### src/rtl/aidc_lite_job_sched.sv
// Descriptor queue plus launch FSM feeding a single block-copy engine.
// Pops one {src, dst, len} job at a time, pulses start, and waits for the engine's done level.
module aidc_lite_job_sched #(
  parameter int DEPTH = 4
) (
  input  logic                     clk,
  input  logic                     rst,
  input  logic                     push_i,
  input  logic [31:0]              push_src_addr_i,
  input  logic [31:0]              push_dst_addr_i,
  input  logic [24:0]              push_len_i,
  input  logic                     flush_i,
  output logic                     full_o,
  output logic [$clog2(DEPTH):0]   pend_cnt_o,
  output logic [31:0]              eng_src_addr_o,
  output logic [31:0]              eng_dst_addr_o,
  output logic [24:0]              eng_len_o,
  output logic                     eng_start_o,
  input  logic                     eng_done_i,
  output logic                     busy_o,
  output logic [7:0]               done_cnt_o,
  output logic                     ovf_o,
  input  logic                     irq_en_i,
  input  logic                     irq_clr_i,
  output logic                     irq_o
);

  localparam int AW = $clog2(DEPTH);
  localparam int CW = AW + 1;

  typedef enum logic [1:0] {S_IDLE, S_LAUNCH, S_ARM, S_WAIT_DONE} state_t;

  state_t          state_q, state_d;
  logic [AW-1:0]   wr_ptr_q, wr_ptr_d;
  logic [AW-1:0]   rd_ptr_q, rd_ptr_d;
  logic [CW-1:0]   cnt_q, cnt_d;
  logic [7:0]      done_cnt_q, done_cnt_d;
  logic            ovf_q, ovf_d;
  logic            irq_q, irq_d;
  logic [31:0]     eng_src_q, eng_src_d;
  logic [31:0]     eng_dst_q, eng_dst_d;
  logic [24:0]     eng_len_q, eng_len_d;

  logic [31:0]     src_mem [DEPTH];
  logic [31:0]     dst_mem [DEPTH];
  logic [24:0]     len_mem [DEPTH];

  logic            full;
  logic            push_acc;
  logic            pop;
  logic            load;
  logic            complete;
  logic            start;
  logic [31:0]     head_src;
  logic [31:0]     head_dst;
  logic [24:0]     head_len;

  assign full     = (cnt_q == CW'(DEPTH));
  assign push_acc = push_i && !full && !flush_i;
  assign head_src = src_mem[rd_ptr_q];
  assign head_dst = dst_mem[rd_ptr_q];
  assign head_len = len_mem[rd_ptr_q];

  // Storage kept out of the reset block so it maps onto plain RAM.
  always_ff @(posedge clk) begin
    if (push_acc) begin
      src_mem[wr_ptr_q] <= push_src_addr_i;
      dst_mem[wr_ptr_q] <= push_dst_addr_i;
      len_mem[wr_ptr_q] <= push_len_i;
    end
  end

  always_comb begin
    state_d  = state_q;
    pop      = 1'b0;
    load     = 1'b0;
    complete = 1'b0;
    start    = 1'b0;
    case (state_q)
      S_IDLE: begin
        if ((cnt_q != '0) && eng_done_i && !flush_i) begin
          pop = 1'b1;
          if (head_len != '0) begin
            load    = 1'b1;
            state_d = S_LAUNCH;
          end else begin
            complete = 1'b1;
          end
        end
      end
      S_LAUNCH: begin
        start   = 1'b1;
        state_d = S_ARM;
      end
      S_ARM: begin
        if (!eng_done_i) state_d = S_WAIT_DONE;
      end
      S_WAIT_DONE: begin
        if (eng_done_i) begin
          complete = 1'b1;
          state_d  = S_IDLE;
        end
      end
      default: state_d = S_IDLE;
    endcase

    wr_ptr_d = wr_ptr_q;
    rd_ptr_d = rd_ptr_q;
    cnt_d    = cnt_q;
    if (flush_i) begin
      wr_ptr_d = '0;
      rd_ptr_d = '0;
      cnt_d    = '0;
    end else begin
      if (push_acc) wr_ptr_d = wr_ptr_q + AW'(1);
      if (pop)      rd_ptr_d = rd_ptr_q + AW'(1);
      if (push_acc && !pop)      cnt_d = cnt_q + CW'(1);
      else if (!push_acc && pop) cnt_d = cnt_q - CW'(1);
    end

    // Set conditions win over a same-cycle clear.
    done_cnt_d = complete ? done_cnt_q + 8'd1 : done_cnt_q;
    irq_d      = (complete && irq_en_i) ? 1'b1 : (irq_clr_i ? 1'b0 : irq_q);
    ovf_d      = (push_i && full) ? 1'b1 : (irq_clr_i ? 1'b0 : ovf_q);

    eng_src_d = load ? head_src : eng_src_q;
    eng_dst_d = load ? head_dst : eng_dst_q;
    eng_len_d = load ? head_len : eng_len_q;
  end

  always_ff @(posedge clk) begin
    if (rst) begin
      state_q    <= S_IDLE;
      wr_ptr_q   <= '0;
      rd_ptr_q   <= '0;
      cnt_q      <= '0;
      done_cnt_q <= '0;
      ovf_q      <= 1'b0;
      irq_q      <= 1'b0;
      eng_src_q  <= '0;
      eng_dst_q  <= '0;
      eng_len_q  <= '0;
    end else begin
      state_q    <= state_d;
      wr_ptr_q   <= wr_ptr_d;
      rd_ptr_q   <= rd_ptr_d;
      cnt_q      <= cnt_d;
      done_cnt_q <= done_cnt_d;
      ovf_q      <= ovf_d;
      irq_q      <= irq_d;
      eng_src_q  <= eng_src_d;
      eng_dst_q  <= eng_dst_d;
      eng_len_q  <= eng_len_d;
    end
  end

  assign full_o         = full;
  assign pend_cnt_o     = cnt_q;
  assign eng_src_addr_o = eng_src_q;
  assign eng_dst_addr_o = eng_dst_q;
  assign eng_len_o      = eng_len_q;
  assign eng_start_o    = start;
  assign busy_o         = (state_q != S_IDLE);
  assign done_cnt_o     = done_cnt_q;
  assign ovf_o          = ovf_q;
  assign irq_o          = irq_q;

endmodule

### config.mk
export PLATFORM = sky130hd
export DESIGN_NAME = aidc_lite_job_sched
export DESIGN_NICKNAME = d
export VERILOG_FILES = /design/src/rtl/aidc_lite_job_sched.sv
export SDC_FILE = /design/constraint.sdc
export NUM_CORES = 1
export LEC_CHECK = 0
export BUFFER_PORTS_ARGS = -buffer_cell sky130_fd_sc_hd__buf_4
export CAP_MARGIN = 20
export CORE_ASPECT_RATIO = 1.4
export CORE_MARGIN = 4
export CORE_UTILIZATION = 51
export CTS_BUF_LIST = sky130_fd_sc_hd__clkbuf_8
export CTS_CLUSTER_DIAMETER = 50
export DETAILED_ROUTE_END_ITERATION = 8
export PLACE_DENSITY = 0.71
export SLEW_MARGIN = 15
export SYNTH_ARGS = -nofsm -noshare
export SYNTH_HDL_FRONTEND = slang
export SYNTH_SLANG_ARGS = --single-unit
### constraint.sdc
create_clock -name clk -period 7.5 [get_ports clk]
set_input_delay 0.375 -clock clk [delete_from_list [all_inputs] [get_ports clk]]
set_output_delay 0.375 -clock clk [all_outputs]
set_load 0.03 [all_outputs]
==> flow_summary.ini, run 1 <==
[floorplan]
die_h_um = 224
initial_utilization_pct = 52.1
dieArea_sq_um = 36400
rows = 78
die_w_um = 162
io_pins = 201
core_area_sq_um = 32700

[power]
switchingPower_mw = 1.17
clockPowerShare_pct = 40.0
p_seq_share_pct = 53.1
ir_drop_uv = 189
internal-power_mw = 4.23
swShare_pct = 21.7
power_density_nw_per_um2 = 252
power_frac_comb_pct = 7.0
p_total_mw = 5.40
leakagePower_nw = 8.15

[global_routing]
grt_overflow = 0
antenna_found_initial = 1
track_usage_pct = 18.9
grt_max_degree = 74
first_global_vias = 9471
grt_pass1_wl_um = 52600

[sta]
skew_ps = 19.3
worst_pin_slew_ps = 1060
hold_viol_final = 0
period_share_pct = 59.0
finalSetupViolations = 0
rsz0062_at_grt = false
slew_violations = 0
max_freq_ghz = 0.226
setup_tns_ps = 0
maxSlewHeadroom_pct = 29.6
layout_min_cycle_time_ps = 4430

[detailed_routing]
dr.first_iter.drc_count = 429
postRouteAntennaNets = 0
vias = 8938
routed_wl_um = 33900
first_pass_iters = 6
wl_per_cell_um = 19.8
via_per_inst = 5.22
drcViolationCount = 0

[worst_setup_path]
endpoint_kind = register
cp_max_fo = 43
slowest_stage = dfxtp_2
cp.arrival_ps = 4890
slowest_delay_ps = 910
cp_common_cell = buf_4
path_cells = mux4_2 > nor4_1 > nand4_1 > o31ai_4 > buf_4 > buf_4 > mux2i_1 > nor2_1
ff2ff_path_depth = 8
r2r_slack_ps = 3070
required_ps = 7960
crit_path_start_kind = register
rr_endpoint = eng_dst_addr_o[25]
path_class = register to register

[logic_synthesis]
synthCells = 885
synth_nets = 993
synth_edf_count = 356
ys_top_cells_by_count = 356 x edfxtp_1, 110 x dfxtp_1, 104 x nor2_1
yosysMostFrequentCell = edfxtp_1
yosysUniqueCellTypes = 34
yosys_warnings = 0
synth_area_leaders = edfxtp_1 63%, dfxtp_1 13%, mux4_2 12%
synth_top_cell_by_area = edfxtp_1
ys_seq_elements = 466
avgSynthCellArea_sq_um = 19.2
syn-cell-area_sq_um = 17000
ys_seq_area_share_pct = 75.7
ys.flop_type = edfxtp_1
synth-async-reset-ratio_pct = 0
synth.top_cell.area_share_pct = 62.8

[clock_network]
worst_skew_pair.late_latency_ps = 600
root_buffer = clkbuf_8
htree_levels = 3
path_clk_slew_ps = 60
clock_path_buffers = 3
cts_buffers = 70
numClockSinks = 466
cts_tree = built

[status]
status = complete, no violations

[final_layout]
drive_gt1_share_pct = 32.2
fin_nets = 1322
nFillCells = 2227
area_growth_pct = 25.6

[placement]
post-dp-hpwl_um = 19500
routabilityCongestion = 0.744
port_buffers = 200

[flow_run]
max_cap_viol_count = 0

[hold_path]
hold-path-endpoint = irq_o
hp-start = irq_en_i
hp-class = primary input to register
hold_path_depth = 4
## how the worst max path moves through the flow
stage                         endpoint  depth (start not counted)
global route        eng_src_addr_o[24]                          8
global placement    eng_dst_addr_o[10]                          8
CTS                  eng_src_addr_o[0]                          8
detailed placement   eng_src_addr_o[2]                          8
floorplan                dst_mem[0][0]                          4
finish              eng_dst_addr_o[25]                          8
## flip-flops by register name (all words and copies together) (netlist names), 3 cells and up, named ones only
register and flops:
eng_len_o 25, eng_src_addr_o 32, len_mem 100, eng_dst_addr_o 32, done_cnt_o 8, src_mem 128
dst_mem 128, pend_cnt_o 3
## critical path: cells and delay by family (launching register included)
family / cells / cell delay, ps
flops: 1 / 910
simple gates: 3 / 840
buf+inv: 2 / 1230
mux: 2 / 870
compound gates: 1 / 340
## stage by stage
stage          cells  area [sq um]  util, %  worst slack [ps]  hold slack, ps
2_1_floorplan    885         17000        -              3630             474
3_3_place_gp    1492         19000     58.1              3030             458
3_5_place_dp    1492         19000     58.1              2930             462
4_1_cts         1712         21400     65.4              2910            61.7
5_1_grt         1713         21400     65.4              2720             100
6_report        1713         21400     65.4              3070             118
## power groups by stage
stage	clock network (mW)	logic, mW	registers [mW]
6_report	2.16	0.376	2.86
4_1_cts	2.22	0.380	2.87
2_1_floorplan	0	0.166	2.95
5_1_grt	2.33	0.404	2.87
3_5_place_dp	0	0.338	2.92
3_3_place_gp	0	0.330	2.92
## layer usage
metal	global-route usage, %	share of wire (%)	vias up	wire [um]
met5	0	0	-	0
met3	4.56	5.9	53	2000
met2	32.8	53	258	17900
met1	22.8	39	4504	13300
li1	-	-	4123	-
met4	7.37	2.3	0	797
## repair_timing
item                                   4_1_cts  5_1_grt
hold buffers                                90        0
resized for setup                            0        0
setup endpoints to repair                    0        0
setup buffers                                0        0
endpoints found under the hold margin      357        0
## cell type report
cell class	instances	area, sq um	area share (%)
Clock buffer	79	1090	5.08
Antenna cell	1	2.50	0.0117
Sequential cell	466	12900	60.3
Clock inverter	51	409	1.91
Tap cell	440	551	2.57
Multi-Input combinational cell	366	3920	18.3
Inverter	10	37.5	0.176
Timing Repair Buffer	300	2480	11.6
## cells in the final DEF (no fill, tap or decap), types with 2 or more instances in the layout
cell type	count
a21oi_1	8
buf_4	210
mux4_2	89
clkbuf_8	79
inv_1	31
nand4_1	2
nor3_1	2
xnor2_1	2
ha_1	11
nand2b_1	2
dlygate4sd3_1	90
and2_1	2
clkinv_2	11
clkinvlp_4	4
dfxtp_4	2
nor4_1	6
nor2_1	104
edfxtp_1	356
nand2_1	7
nand3_1	4
xor2_1	4
mux2i_1	93
clkinv_1	7
or3_1	8
bufinv_16	7
o21ai_0	7
dfxtp_1	107
and2_4	4
## cells by family (layout without fill, tap and decap cells)
logic type      Yosys count  after routing  share of synthesized area (%)
compound gates           22             22                          0.786
simple gates            144            144                           3.63
mux                     182            182                           17.2
buf+inv                  53            440                           1.41
xor+xnor                  6              6                          0.309
other cells               0              1                              0
fa+ha+maj                12             12                          0.926
flops                   466            466                           75.7
Note: power is estimated with default switching activity, not from simulation.
==> run 2: changes to the inputs <==
Settings changed: PLACE_DENSITY 0.71 to 0.74.
Clock period 7.5 ns to 3.9 ns, I/O delays scaled along.
==> flow_summary.ini, run 2 (synthesis gave the netlist of run 1 again) <==
[status]
status = complete, no violations

[floorplan]
die_h_um = 224
io_pins = 201
rows = 78
initial_utilization_pct = 52.1
dieArea_sq_um = 36400
core_area_sq_um = 32700
die_w_um = 162

[clock_network]
root_buffer = clkbuf_8
numClockSinks = 466
postCtsSetupBuffers = 0
clock_path_buffers = 3
cts_tree = built
cts_resized = 0
path_clk_slew_ps = 60
htree_levels = 3
worst_skew_pair.late_latency_ps = 600
cts_buffers = 69

[power]
leakagePower_nw = 8.26
clockPowerShare_pct = 37.9
internal-power_mw = 7.85
switchingPower_mw = 2.22
ir_drop_uv = 323
power_frac_comb_pct = 7.4
power_density_nw_per_um2 = 467
p_total_mw = 10.1
swShare_pct = 22.1
p_seq_share_pct = 54.7

[placement]
routabilityCongestion = 0.708
place_inst = 1509
post-dp-hpwl_um = 20600
port_buffers = 200

[final_layout]
fin_util_pct = 66.0
fin_nets = 1342
final_common_cell = edfxtp_1
layout_common_cells = 356 x edfxtp_1, 215 x buf_4, 107 x dfxtp_1
reg.largest.list = dst_mem (128), src_mem (128), len_mem (100)
nFillCells = 2179
area_growth_pct = 26.7
drive_gt1_share_pct = 32.3
final_cells = 1734

[sta]
rsz0062_at_grt = false
max_freq_ghz = 0.276
layout_min_cycle_time_ps = 3630
slew_violations = 0
setup_tns_ps = 0
period_share_pct = 93.0
maxSlewHeadroom_pct = 31.0
finalSetupViolations = 0
hold_viol_final = 0
worst_pin_slew_ps = 1040
holdWs_ps = 117
skew_ps = 22.7

[global_routing]
grt_overflow = 0
track_usage_pct = 19.7
antenna_found_initial = 4
grt_max_degree = 69
first_global_vias = 9941
grt_pass1_wl_um = 55200

[detailed_routing]
vias = 9109
wl_per_cell_um = 20.2
first_pass_iters = 4
postRouteAntennaNets = 0
dr.first_iter.drc_count = 536
via_per_inst = 5.25
drcViolationCount = 0
routed_wl_um = 35000

[worst_setup_path]
cp_max_fo = 12
cp.arrival_ps = 4150
required_ps = 4420
r2r_slack_ps = 270
crit_path_start_kind = register
path_class = register to register
endpoint_kind = register

[hold_path]
hp-class = primary input to register

[flow_run]
max_cap_viol_count = 0
## run 2: changes by cell type in the layout (fill, tap and decap cells not counted), moves of 3 or more
cell and delta:
buf_4 +5, clkinv_2 -4, inv_1 +8, dlygate4sd3_1 +4, buf_12 +12, bufinv_16 -4
diode_2 +3
## run 2: critical path: stages (launching register included)
cell and delay [ps]:
dfxtp_2 530, buf_12 210, mux4_2 510, nor4_1 470, nand4_1 350, o32a_1 520, buf_4 200, a2bb2oi_1 130
dlygate4sd3_1 550, nor2_1 80
## run 2: final timing paths
check                start  cells after the start            end
max               register                      9          irq_o
min             eng_done_i                      5     state_q[0]
max reg2reg       register                      9          irq_o
min reg2reg  eng_len_o[13]                      2  eng_len_o[13]
## run 2: routing by layer
layer | up-vias | part of all wire [%] | global-route usage, %
met3 | 50 | 6.2 | 5.06
met1 | 4630 | 40 | 24.8
met2 | 261 | 52 | 33.5
met4 | 0 | 1.9 | 6.61
met5 | - | 0 | 0
li1 | 4168 | - | -
## run 2: power groups by stage
stage / Sequential (mW) / Clock (mW) / Combinational, mW
after floorplan: 5.67 / 0 / 0.318
after global placement: 5.61 / 0 / 0.656
after detailed placement: 5.62 / 0 / 0.674
after CTS: 5.51 / 3.92 / 0.754
after global routing: 5.52 / 4.17 / 0.810
final: 5.51 / 3.82 / 0.746
## run 2: per-stage QoR
stage / area (sq um) / setup slack, ps
final: 21600 / 273
after global routing: 21600 / 41.9
after CTS: 21600 / 171
after detailed placement: 19300 / 402
after global placement: 19300 / 424
after floorplan: 17000 / 32.5
## run 2: area by class of cell
cell class	instances	area (sq um)	share of cell area [%]
diodes	4	10.0	0.0464
clock buffers	78	1070	4.98
clock inverters	49	288	1.33
inverters	10	37.5	0.174
multi-input cells	366	3920	18.2
flip-flops and latches	466	12900	59.8
well taps	440	551	2.55
repair buffers	321	2800	13.0
## run 2: repair_timing
action / 4_1_cts / 5_1_grt
hold buffers: 94 / 0
hold endpoints to repair: 367 / 0
endpoints found under the setup margin: 0 / 0
==> run 3: changes to the inputs <==
Settings changed: PLACE_DENSITY 0.74 to 0.71.
Clock period 3.9 ns to 4.7 ns, I/O delays scaled along.
==> flow_summary.ini, run 3 (synthesis gave the netlist of run 1 again) <==
[sta]
worst_pin_slew_ps = 1070
slew_violations = 0
skew_ps = 18.1
maxSlewHeadroom_pct = 28.8
holdWs_ps = 188
layout_min_cycle_time_ps = 3500
hold_viol_final = 0
max_freq_ghz = 0.286
setup_tns_ps = 0
rsz0062_at_grt = false
finalSetupViolations = 0
period_share_pct = 74.5

[final_layout]
layout_common_cells = 356 x edfxtp_1, 207 x buf_4, 107 x dfxtp_1
reg.largest.list = dst_mem (128), src_mem (128), len_mem (100)
fin_nets = 1332
area_growth_pct = 25.6
final_common_cell = edfxtp_1
final_cells = 1723
drive_gt1_share_pct = 31.6

[worst_setup_path]
required_ps = 5230
crit_path_start_kind = register
path_class = register to register
slowest_delay_ps = 550
path_cells = buf_4 > mux4_2 > nor4_1 > nand2_1 > o32a_1 > a2bb2oi_1 > dlygate4sd3_1 > nor2_1
slowest_stage = o32a_1
cp_max_fo = 15
endpoint_kind = register
cp_top_family = buffers and inverters
path_buf_inv = 2
cp.arrival_ps = 4030

[floorplan]
dieArea_sq_um = 36400
io_pins = 201
initial_utilization_pct = 52.1
die_h_um = 224
die_w_um = 162
core_area_sq_um = 32700
rows = 78

[power]
power_density_nw_per_um2 = 387
leakagePower_nw = 8.18
p_total_mw = 8.26
ir_drop_uv = 305

[clock_network]
cts_tree = built
root_buffer = clkbuf_8
ctsHoldBuffers = 94
cts_resized = 0
path_clk_slew_ps = 60
cts_buffers = 72
numClockSinks = 466
clock_path_buffers = 3
worst_skew_pair.late_latency_ps = 610
postCtsSetupBuffers = 0
htree_levels = 3

[detailed_routing]
routed_wl_um = 34500
via_per_inst = 5.26
wl_per_cell_um = 20.0
drcViolationCount = 0
vias = 9064
dr.first_iter.drc_count = 499
first_pass_iters = 5
postRouteAntennaNets = 0

[status]
status = complete, no violations

[flow_run]
max_cap_viol_count = 0

[placement]
routabilityCongestion = 0.748
place_inst = 1496
post-dp-hpwl_um = 19600
port_buffers = 200

[hold_path]
hp-class = primary input to register

[global_routing]
antenna_found_initial = 2
first_global_vias = 9804
track_usage_pct = 19.3
grt_overflow = 0
grt_max_degree = 90
grt_pass1_wl_um = 53900
-- run 3: path summary, 6_finish.rpt --
check,start,end,slack (ps),cells after the start
hold / removal,eng_done_i,state_q[0],190,5
setup reg to reg,register,irq_o,1200,8
setup / recovery,register,irq_o,1200,8
hold reg to reg,eng_len_o[13],eng_len_o[13],480,2
-- run 3: worst min-delay path: stages --
cell	delay (ps)
buf_4	100
mux2i_1	90
o211a_1	160
nor2_1	100
a211oi_1	60
-- run 3: routing by layer --
metal  share of wire (%)  global-route usage (%)  routed length [um]  vias to the layer above
met3                 6.0                    5.10                2070                       51
li1                    -                       -                   -                     4143
met4                 2.3                    6.96                 786                        0
met2                  53                    33.5               18200                      248
met1                  39                    23.3               13400                     4622
met5                   0                       0                   0                        -
-- run 3: through the flow --
step                      worst slack [ps]  instance area, sq um  util (%)
after floorplan                        832                 17000         -
after global placement                1250                 19100      58.4
after detailed placement              1190                 19100      58.4
after CTS                             1060                 21400      65.4
after global routing                   890                 21400      65.4
final                                 1200                 21400      65.4
-- run 3: power by group --
part | switching [mW] | leakage (nW) | total, mW | internal [mW]
Clock | 1.48 | 0.808 | 3.09 | 1.60
Sequential | 0.0403 | 4.12 | 4.57 | 4.53
Combinational | 0.326 | 3.25 | 0.612 | 0.286
-- run 3: area by class of cell --
| class | instances | area [sq um] |
|---|---|---|
| Sequential cell | 466 | 12900 |
| Fill cell | 2292 | 11300 |
| Multi-Input combinational cell | 366 | 3920 |
| Timing Repair Buffer | 308 | 2640 |
| Clock buffer | 79 | 1090 |
| Tap cell | 440 | 551 |
| Clock inverter | 51 | 241 |
| Inverter | 10 | 37.5 |
| Antenna cell | 3 | 7.51 |
